[config.mk]
export PLATFORM = sky130hd
export DESIGN_NAME = uart_rx
export DESIGN_NICKNAME = d
export VERILOG_FILES = /design/src/rtl/uart_rx.sv
export SDC_FILE = /design/constraint.sdc
export NUM_CORES = 1
export LEC_CHECK = 0
export ABC_AREA = 1
export CAP_MARGIN = 15
export CORE_UTILIZATION = 45
export DETAILED_ROUTE_END_ITERATION = 10
export PLACE_DENSITY_LB_ADDON = 0.08
export SLEW_MARGIN = 20
export SYNTH_ARGS = -nofsm -noshare
export SYNTH_HDL_FRONTEND = slang
export SYNTH_SLANG_ARGS = --single-unit
[constraint.sdc]
create_clock -name clk -period 1.9 [get_ports clk]
set_clock_uncertainty 0.1 [all_clocks]
set_input_delay 0.38 -clock clk [delete_from_list [all_inputs] [get_ports clk]]
set_output_delay 0.38 -clock clk [all_outputs]
set_load 0.02 [all_outputs]
[src/rtl/uart_rx.sv]
// uart_rx: 8N1 serial receiver with a two-flop input synchronizer, mid-bit
// sampling, framing-error detection and a one-entry valid/ready holding
// register with overrun reporting. Single clock domain.
module uart_rx #(
  parameter int CLK_HZ = 50_000_000,
  parameter int BAUD   = 115200
) (
  input  logic       clk,
  input  logic       rst,
  input  logic       rx,
  output logic [7:0] data,
  output logic       valid,
  input  logic       ready,
  output logic       frame_err,
  output logic       overrun
);

  // Derived timing; CPB must be at least 4 for the half-bit start check to work.
  localparam int CPB   = CLK_HZ / BAUD;
  localparam int HALF  = CPB / 2;
  localparam int CNT_W = $clog2(CPB);

  localparam logic [CNT_W-1:0] HALF_M1 = CNT_W'(HALF - 1);
  localparam logic [CNT_W-1:0] CPB_M1  = CNT_W'(CPB - 1);

  localparam logic [2:0] S_IDLE  = 3'd0;
  localparam logic [2:0] S_START = 3'd1;
  localparam logic [2:0] S_DATA  = 3'd2;
  localparam logic [2:0] S_STOP  = 3'd3;
  localparam logic [2:0] S_BREAK = 3'd4;

  logic             rx_meta_q, rx_s_q;
  logic [2:0]       state_q, state_d;
  logic [CNT_W-1:0] cnt_q, cnt_d;
  logic [2:0]       idx_q, idx_d;
  logic [7:0]       shift_q, shift_d;
  logic             done_q, done_d;
  logic             stop_ok_q, stop_ok_d;
  logic [7:0]       data_q, data_d;
  logic             valid_q, valid_d;
  logic             ferr_q, ferr_d;
  logic             ovr_q, ovr_d;

  // Two-flop synchronizer for the asynchronous line; idles high out of reset.
  always_ff @(posedge clk) begin
    if (rst) begin
      rx_meta_q <= 1'b1;
      rx_s_q    <= 1'b1;
    end else begin
      rx_meta_q <= rx;
      rx_s_q    <= rx_meta_q;
    end
  end

  // Receive FSM: start validation at half bit, then one sample per bit period.
  always_comb begin
    state_d   = state_q;
    cnt_d     = cnt_q;
    idx_d     = idx_q;
    shift_d   = shift_q;
    done_d    = 1'b0;
    stop_ok_d = stop_ok_q;
    case (state_q)
      S_IDLE: begin
        cnt_d = '0;
        if (!rx_s_q) state_d = S_START;
      end
      S_START: begin
        if (cnt_q == HALF_M1) begin
          cnt_d   = '0;
          idx_d   = 3'd0;
          // A line that is already high again was only a glitch.
          state_d = rx_s_q ? S_IDLE : S_DATA;
        end else begin
          cnt_d = cnt_q + CNT_W'(1);
        end
      end
      S_DATA: begin
        if (cnt_q == CPB_M1) begin
          cnt_d          = '0;
          shift_d[idx_q] = rx_s_q;
          idx_d          = idx_q + 3'd1;
          if (idx_q == 3'd7) state_d = S_STOP;
        end else begin
          cnt_d = cnt_q + CNT_W'(1);
        end
      end
      S_STOP: begin
        if (cnt_q == CPB_M1) begin
          cnt_d     = '0;
          done_d    = 1'b1;
          stop_ok_d = rx_s_q;
          // Back in IDLE mid-stop-bit so a zero-gap next start is caught.
          state_d   = rx_s_q ? S_IDLE : S_BREAK;
        end else begin
          cnt_d = cnt_q + CNT_W'(1);
        end
      end
      S_BREAK: begin
        cnt_d = '0;
        // A held-low line must go high before another start is accepted.
        if (rx_s_q) state_d = S_IDLE;
      end
      default: begin
        state_d = S_IDLE;
        cnt_d   = '0;
      end
    endcase
  end

  // FSM state, counters and shift register.
  always_ff @(posedge clk) begin
    if (rst) begin
      state_q   <= S_IDLE;
      cnt_q     <= '0;
      idx_q     <= 3'd0;
      shift_q   <= 8'h00;
      done_q    <= 1'b0;
      stop_ok_q <= 1'b0;
    end else begin
      state_q   <= state_d;
      cnt_q     <= cnt_d;
      idx_q     <= idx_d;
      shift_q   <= shift_d;
      done_q    <= done_d;
      stop_ok_q <= stop_ok_d;
    end
  end

  // Holding register: deliver completed bytes, consume on handshake, flag drops.
  always_comb begin
    data_d  = data_q;
    valid_d = valid_q;
    ferr_d  = done_q && !stop_ok_q;
    ovr_d   = 1'b0;
    if (done_q && stop_ok_q) begin
      if (!valid_q || ready) begin
        data_d  = shift_q;
        valid_d = 1'b1;
      end else begin
        ovr_d = 1'b1;
      end
    end else if (valid_q && ready) begin
      valid_d = 1'b0;
    end
  end

  // Registered outputs.
  always_ff @(posedge clk) begin
    if (rst) begin
      data_q  <= 8'h00;
      valid_q <= 1'b0;
      ferr_q  <= 1'b0;
      ovr_q   <= 1'b0;
    end else begin
      data_q  <= data_d;
      valid_q <= valid_d;
      ferr_q  <= ferr_d;
      ovr_q   <= ovr_d;
    end
  end

  assign data      = data_q;
  assign valid     = valid_q;
  assign frame_err = ferr_q;
  assign overrun   = ovr_q;

endmodule

=== Word level (Yosys, flattened, before mapping) ===
Cells that the tools add are included.
Widths: inputs -> output; s select.

* Bits of input ports: 4
* Flip-flop bits (word level): 38

* Reductions and logical operators: 19
* Muxes and demuxes: 23
* Magnitude comparators: 2
* Equality and inequality tests: 14
* $add $sub $neg: 2
* Bitwise gates (word level): 2

{| class="wikitable"
|+ Operator list
! cell !! number
|-
| $mux 3 || 9
|-
| $mux 9 || 2
|-
| $pmux 9 s2 || 1
|-
| $pmux 3 s5 || 1
|-
| $ne 2x2->1 const B || 6
|-
| $add 9x1->9 const B || 1
|-
| $eq 9x8->1 const B || 1
|-
| $eq 9x9->1 const B || 1
|-
| $bwmux 8 || 1
|-
| $reduce_and 2->1 || 4
|-
| $eq 3x2->1 const B || 2
|-
| $eq 3x3->1 const B || 2
|-
| $mux 1 || 6
|-
| $pmux 3 s2 || 1
|-
| $reduce_and 6->1 || 1
|-
| $reduce_or 2->1 || 3
|-
| $logic_and 1x1->1 || 4
|-
| $lt 3x4->1 const B || 1
|-
| $reduce_bool 2->1 || 2
|-
| $add 3x1->3 const B || 1
|-
| $demux 1 s3 || 1
|-
| $eq 3x1->1 const B || 1
|-
| $ge 3x1->1 const B || 1
|-
| $logic_not 3->1 || 1
|-
| 6 further kinds || 8
|}

=== Logic depth before layout (Yosys ltp) ===
Gate-level depths: netlist of the first run.

* Word-level depth: 5
* Mapped depth: 10

=== Least setup slack after synthesis of the first run ===
OpenSTA, ideal clock, no wires.

* Kind: reg-to-reg
* Start: register cnt_q[0]
* End: register idx_q[0]
* Path buffers: 0
* Data required time: 1.678 ns
* Setup slack: 0.489 ns
* Setup time: 0.122 ns
* Arrival: 1.189 ns
* Stages on the path, launching flop included: 9
* Path through: dfxtp_1 -> ha_1 -> nand2_1 -> nor2_4 -> nand3_4 -> nand2_2 -> nand2_2 -> o21bai_2 -> a21oi_1

* Cells in the longest elaborated chain, start to end: 3
* Elaborated cells on any way between the ends: 5
* Classes of those cells: eq/ne (4); reduce/logical (1)

{| class="wikitable"
|+ RTL lines
! element !! line !! text
|-
| from (decl) || 34 || <nowiki>logic [CNT_W-1:0] cnt_q, cnt_d;</nowiki>
|-
| from (signal assigned) || 122 || <nowiki>cnt_q <= cnt_d;</nowiki>
|-
| $eq 9x9->1 or $eq 9x8->1 (tied branches) || 79, 69 ||
|-
| $ne 2x2->1 (no source line) || - ||
|-
| $reduce_and 3->1 (no source line) (*) || - ||
|-
| to (signal assigned) || 123 || <nowiki>idx_q <= idx_d;</nowiki>
|-
| to (decl) || 35 || <nowiki>logic [2:0] idx_q, idx_d;</nowiki>
|}

Mark *: on every way between the ends. The rest lies on a longest branch, timed or not.
A chain may end at the register's enable or synchronous reset.

=== Worst setup path after layout of the first run ===
* Start: register valid_q (netlist: valid)
* End: output valid

{| class="wikitable"
|+ RTL lines
! element !! line !! text
|-
| from (decl) || 40 || <nowiki>logic valid_q, valid_d;</nowiki>
|-
| from (signal assigned) || 157 || <nowiki>valid_q <= valid_d;</nowiki>
|-
| to (decl) || 12 || <nowiki>output logic valid,</nowiki>
|}

No word-level cell between the ends.

==> flow_metrics.py, run 1 <==
metrics = {
    "run_status": {
        "status": "finished clean",
    },
    "drt": {
        "vias": 1404,
        "drtAntennaViolNets": 0,
        "drc": 0,
        "dr.pass1.iters": 4,
        "drtIter0Drc": 49,
        "routed_wl_um": 3234,
        "via_per_inst": 4.926,
        "routedWlPerCell_um": 11.35,
    },
    "setup_path": {
        "worst_r2r_startpoint": "cnt_q[0]",
        "worstPathArrival_ns": 1.23,
        "crit_family": "buffers and inverters",
        "endpoint": "valid",
        "critPathMaxStageDelay_ns": 0.60,
        "reg2reg_setup_slack_ns": 0.33,
        "rr_worst_depth": 8,
        "cpMaxStageDelayCell": "clkdlybuf4s50_1",
        "start_kind": "flop",
        "crit_chain": "clkdlybuf4s50_1",
        "crit_fanout": 3,
        "critPathBufInv": 1,
        "cp.depth": 1,
        "cp-startpoint": "valid",
        "worstPathRequired_ns": 1.42,
        "r2r_end": "idx_q[0]",
        "crit_path_end_kind": "primary output",
        "critPathKind": "reg2out",
    },
    "power": {
        "p_comb_frac": 0.183,
        "p_leak_nw": 0.7899,
        "fin_total_pwr_mw": 1.766,
        "switching_share": 0.3072,
        "power_per_cell_area_nw_per_um2": 894.9,
        "seqPwrFrac": 0.495,
        "internal-power_mw": 1.223,
        "power.share.clock": 0.322,
        "ir_worst_vdd_uv": 510.1,
        "p_sw_mw": 0.5425,
    },
    "global_route": {
        "grt_pass1_vias": 1371,
        "grt.overflow.total": 0,
        "antenna_found_initial": 0,
        "track_usage": 0.1829,
        "grt_pass1_wl_um": 5554,
        "grt_start_max_net_pins": 16,
    },
    "clock_tree": {
        "cts_sinks": 38,
        "cts_buffers": 5,
        "cts_resized": 0,
        "clk_path_buf_depth": 2,
        "htree_num_levels": 2,
        "path_clk_slew_ns": 0.07,
        "post_cts_buffers": 0,
        "root_buffer": "clkbuf_8",
        "clkLatencyLatePin_ns": 0.28,
        "tritoncts": "yes",
        "cts_hold_buf": 0,
    },
    "yosys": {
        "yosys.area_share.xor_xnor": 0.02622,
        "yosys-top-cells-area": "dfxtp_1 46%, nor2_1 9.0%, nand2_1 7.0%",
        "synthCells": 217,
        "synth_largest_area_cell": "dfxtp_1",
        "syn_area_sq_um": 1670,
        "avgSynthCellArea_sq_um": 7.697,
        "synth_flop_cell": "dfxtp_1",
        "ys_warn_count": 0,
        "synth-seq-area-share": 0.4554,
        "synth.most_common_cell": "nor2_1",
        "synth_top_family_by_area": "simple AND/OR/NAND/NOR gates",
        "synthMuxAreaShare": 0,
        "synth_top_cell_area_share": 0.4554,
        "syn_nets": 226,
        "synth_compound_area_frac": 0.1169,
        "synth-simple-area-share": 0.3019,
        "yosysUniqueCellTypes": 31,
        "synthArstFlopShare": 0,
        "synth-seq-cells": 38,
        "synthAdderAreaFrac": 0.03745,
        "synth_commonest_cells": "40 x nor2_1, 38 x dfxtp_1, 31 x nand2_1",
        "synth_edf_count": 0,
    },
    "placement": {
        "dp.cells": 277,
        "place_area_sq_um": 1878,
        "pre_cts_ws_ns": 0.2122,
        "gp_congestion": 0.7851,
        "port_buffers": 14,
        "hpwlAfterDp_um": 2391,
    },
    "cells_and_area": {
        "fillers": 323,
        "diodes": 0,
        "post-route-cell-area_sq_um": 1973,
        "layout-drive-gt1-share": 0.1255,
        "layout.nets": 247,
        "syn2layout_area_growth_pct": 18.13,
        "stdcell_count": 285,
        "final_core_util": 0.5732,
    },
    "floorplan": {
        "core_region_area_sq_um": 3442,
        "die_h_um": 62.93,
        "die_w_um": 62.93,
        "boundaryPins": 15,
        "placementRows": 21,
        "start_util": 0.4853,
        "die_area_sq_um": 3960,
    },
    "timing": {
        "fin_ws_ns": 0.1895,
        "finalSetupViolations": 0,
        "hold_viol_final": 0,
        "slew_violations": 0,
        "tightest_slew_ns": 0.3974,
        "worst_hold_slack_ns": 0.3218,
        "finalCritPeriodShare": 0.9003,
        "max_slew_margin": 0.7348,
        "fin_setup_tns_ns": 0,
        "clock.fmax_mhz": 584.6,
        "rsz0062_at_grt": "false",
        "period_needed_ns": 1.710,
    },
    "flow_run": {
        "maxCapViolCount": 0,
    },
    "hold_path": {
        "hold_class": "reg2reg",
    },
}
[per-layer routing]
metal	vias up	wire (um)	track usage
li1	750	-	-
met5	-	0	0
met2	15	1520	0.3212
met1	632	1571	0.1959
met3	7	76	0.06022
met4	0	65	0.08430
[worst min path at each step]
| stage | from | endpoint | slack, ns | cells past startpoint |
|---|---|---|---|---|
| after floorplan | rx_meta_q | rx_s_q | 0.29 | 1 |
| after global placement | rx_meta_q | rx_s_q | 0.30 | 1 |
| after detailed placement | rx_meta_q | rx_s_q | 0.30 | 1 |
| after CTS | rx_meta_q | rx_s_q | 0.32 | 1 |
| after global routing | rx_meta_q | rx_s_q | 0.36 | 1 |
| final | rx_meta_q | rx_s_q | 0.32 | 1 |
[power by group through the flow]
stage                     Sequential [mW]  Combinational (mW)  Clock (mW)
after floorplan                     0.871               0.268           0
final                               0.874               0.324       0.568
after global routing                0.878               0.365       0.631
after detailed placement            0.891               0.321           0
after CTS                           0.872               0.322       0.587
after global placement              0.889               0.306           0
[logic make-up (layout without fill, tap and decap cells)]
group,Yosys count,count (layout)
AOI/OAI and AO/OA,36,36
adders and majority gates,5,5
xor gates and xnor gates,5,5
DFF,38,38
buffers and inverters,26,48
and+or+nand+nor,107,107
[cell type report]
cell class	instances	area, sq um	area share
Multi-Input combinational cell	153	805.8	0.4084
Clock buffer	6	82.58	0.04185
Tap cell	46	57.56	0.02917
Timing Repair Buffer	18	170.2	0.08624
Inverter	22	83.83	0.04249
Sequential cell	38	760.7	0.3855
Clock inverter	2	12.51	0.006341
[layout by cell type, fill, tap and decap left out, types with 2 or more instances in the layout]
cell	netlist	final
a21oi_1	15	15
buf_4	1	4
clkbuf_8	0	6
clkdlybuf4s50_1	0	14
clkinv_2	1	2
dfxtp_1	38	38
ha_1	5	5
inv_1	19	19
inv_2	2	2
nand2_1	31	31
nand2_2	5	5
nand3_1	8	8
nand4_1	7	7
nor2_1	40	40
nor2_2	2	2
nor3_1	6	6
o21ai_0	15	15
o21ai_1	2	2
or2_2	2	2
xnor2_1	2	2
xor2_1	3	3
[registers in the layout, indices dropped and copies added (netlist names)]
register and cells:
valid 1, rx_s_q 1, stop_ok_q 1, cnt_q 9
frame_err 1, data 8, done_q 1, state_q 3
idx_q 3, shift_q 8, rx_meta_q 1, overrun 1
No activity file was read; power rests on OpenSTA's default activity.
==> run 2: changes to the inputs <==
--- a/config.mk
+++ b/config.mk
@@ -8,6 +8,7 @@
 export ABC_AREA = 1
 export CAP_MARGIN = 15
 export CORE_UTILIZATION = 45
+export CTS_BUF_LIST = sky130_fd_sc_hd__clkbuf_4 sky130_fd_sc_hd__clkbuf_8
 export DETAILED_ROUTE_END_ITERATION = 10
 export PLACE_DENSITY_LB_ADDON = 0.08
 export SLEW_MARGIN = 20
==> results of run 2 <==
Final layout, timing and power as in run 1 (identical DEF).
==> RTL change: new RTL, flow settings as in run 2 <==
Add an input register stage for `rx`, with the module's reset; this delays it by one clock. The other inputs are not delayed to match.
--- a/src/rtl/uart_rx.sv
+++ b/src/rtl/uart_rx.sv
@@ -29,6 +29,16 @@
   localparam logic [2:0] S_STOP  = 3'd3;
   localparam logic [2:0] S_BREAK = 3'd4;
 
+  logic rx_q;
+
+  always_ff @(posedge clk) begin
+    if (rst) begin
+      rx_q <= '0;
+    end else begin
+      rx_q <= rx;
+    end
+  end
+
   logic             rx_meta_q, rx_s_q;
   logic [2:0]       state_q, state_d;
   logic [CNT_W-1:0] cnt_q, cnt_d;
@@ -47,7 +57,7 @@
       rx_meta_q <= 1'b1;
       rx_s_q    <= 1'b1;
     end else begin
-      rx_meta_q <= rx;
+      rx_meta_q <= rx_q;
       rx_s_q    <= rx_meta_q;
     end
   end
Check against the original RTL: same outputs for any inputs over 10 cycles, from zero or initial values and one cycle with rst high; that may be too few to reach the edited logic, so the function may still have changed.
==> RTL change against run 2 <==
- routed wire length decreased by 3.0%
- setup slack got worse by 0.020 ns
- sequential cell count increased by 1
- power increased by 11%
- first-iteration DRC count decreased by 33%
- critical path type unchanged
- sequential power increased by 4.3%
- fmax decreased by 1.2%
- area after synthesis increased by 4.9%
- final area increased by 4.7%
==> RTL change: results <==
[status]
status = "completed"

[route]
vias = 1396
wirelength_mm = 3.14
routedWlPerCell_um = 10.8
drt_iter0_drc = 33

[timing]
slew_headroom_pct = 68.6
finalMaxSlewViolations = 0
fin_hold_ws_ns = 0.319

[cells_and_area]
top_register = "cnt_q"
largest_register_ffs = 9
nFillCells = 359
drive_gt1_share_pct = 14.9
nets = 250

[global_routing]
gr-usage-all-layers_pct = 17.9
grt_max_degree = 18
grt_pass1_vias = 1282
grt_pass1_wl_mm = 5.59

[synth]
yosys-top-cells-count = "dfxtp_1 (39), nand2_1 (32), nor2_1 (29), inv_1 (26), a21oi_1 (18)"
syn_inst = 222
syn_nets = 231
synth_area_leaders = "dfxtp_1 (45%), nand2_1 (6.9%), nor2_1 (6.2%), inv_1 (5.6%), a21oi_1 (5.1%)"
yosysSeqAreaShare_pct = 44.5
ys_types = 30

[power_and_ir_drop]
peakVddDrop_uv = 508
leakage_nw = 0.838

[clocking]
ctsLongestPathBuffers = 2

[setup_path]
worst_path_dominant_cell_family = "buffers and inverters"
rrSetupSlack_ns = 0.29

[place]
gp_congestion = 0.851
dp.final_hpwl_mm = 2.35
post-place-cells = 282

[worst_hold_path]
min_path_type = "reg -> reg"
## RTL change: changes by cell type after synthesis, moves of 2 or more
| cell | run 2 | this run |
|---|---|---|
| o21ai_0 | 15 | 9 |
| a21oi_1 | 15 | 18 |
| nor2_1 | 40 | 29 |
| nand3_1 | 8 | 13 |
| o21ai_1 | 2 | 4 |
| inv_1 | 19 | 26 |
| a21oi_2 | 0 | 2 |
| nand2_2 | 5 | 7 |
| nor2_4 | 1 | 3 |
| nor3_1 | 6 | 4 |
## RTL change: through the flow
step	instance area (µm²)	worst slack [ns]
2_1_floorplan	1750	0.455
3_3_place_gp	1950	0.247
3_5_place_dp	1950	0.171
4_1_cts	2070	0.159
5_1_grt	2070	0.117
6_report	2070	0.169
## RTL change: path summary, 6_finish.rpt
kind / startpoint / depth (start not counted) / endpoint
setup / recovery: valid / 1 / valid
hold / removal: rx_q / 1 / rx_meta_q
setup reg to reg: cnt_q[0] / 9 / cnt_q[7]
hold reg to reg: rx_q / 1 / rx_meta_q
## RTL change: area by class of cell
class	count	area (µm²)	area share, %
multi-input combinational	149	841	40.7
sequential	39	781	37.8
timing repair buffer	17	163	7.87
inverter	29	109	5.27
clock buffer	5	68.8	3.33
tap	48	60.1	2.91
clock inverter	3	43.8	2.12
## RTL change: kinds of logic (layout without fill, tap and decap cells)
family	count (synthesis)	in the layout	share of synthesized area (%)
buffers and inverters	34	54	7.49
adder cells (fa/ha/maj)	5	5	3.57
flip-flops	39	39	44.5
XOR/XNOR	4	4	2.00
AND/OR/NAND/NOR	104	104	30.6
AO/OA/AOI/OAI	36	36	11.8
## RTL change: power by group
group	switching, mW	total (mW)	leakage, nW	internal (mW)
clock network	0.294	0.685	0.0581	0.391
logic	0.243	0.368	0.465	0.125
registers	0.0597	0.912	0.315	0.853
total	0.597	1.97	0.838	1.37
## RTL change: routing by layer
| layer | part of all wire (%) | wire length (µm) | GRT usage [%] | vias to the layer above |
|---|---|---|---|---|
| li1 | - | - | - | 752 |
| met1 | 51 | 1590 | 22.9 | 621 |
| met2 | 44 | 1370 | 27.2 | 17 |
| met3 | 4.0 | 125 | 6.16 | 6 |
| met4 | 1.7 | 53 | 7.50 | 0 |
| met5 | 0 | 0 | 0 | - |
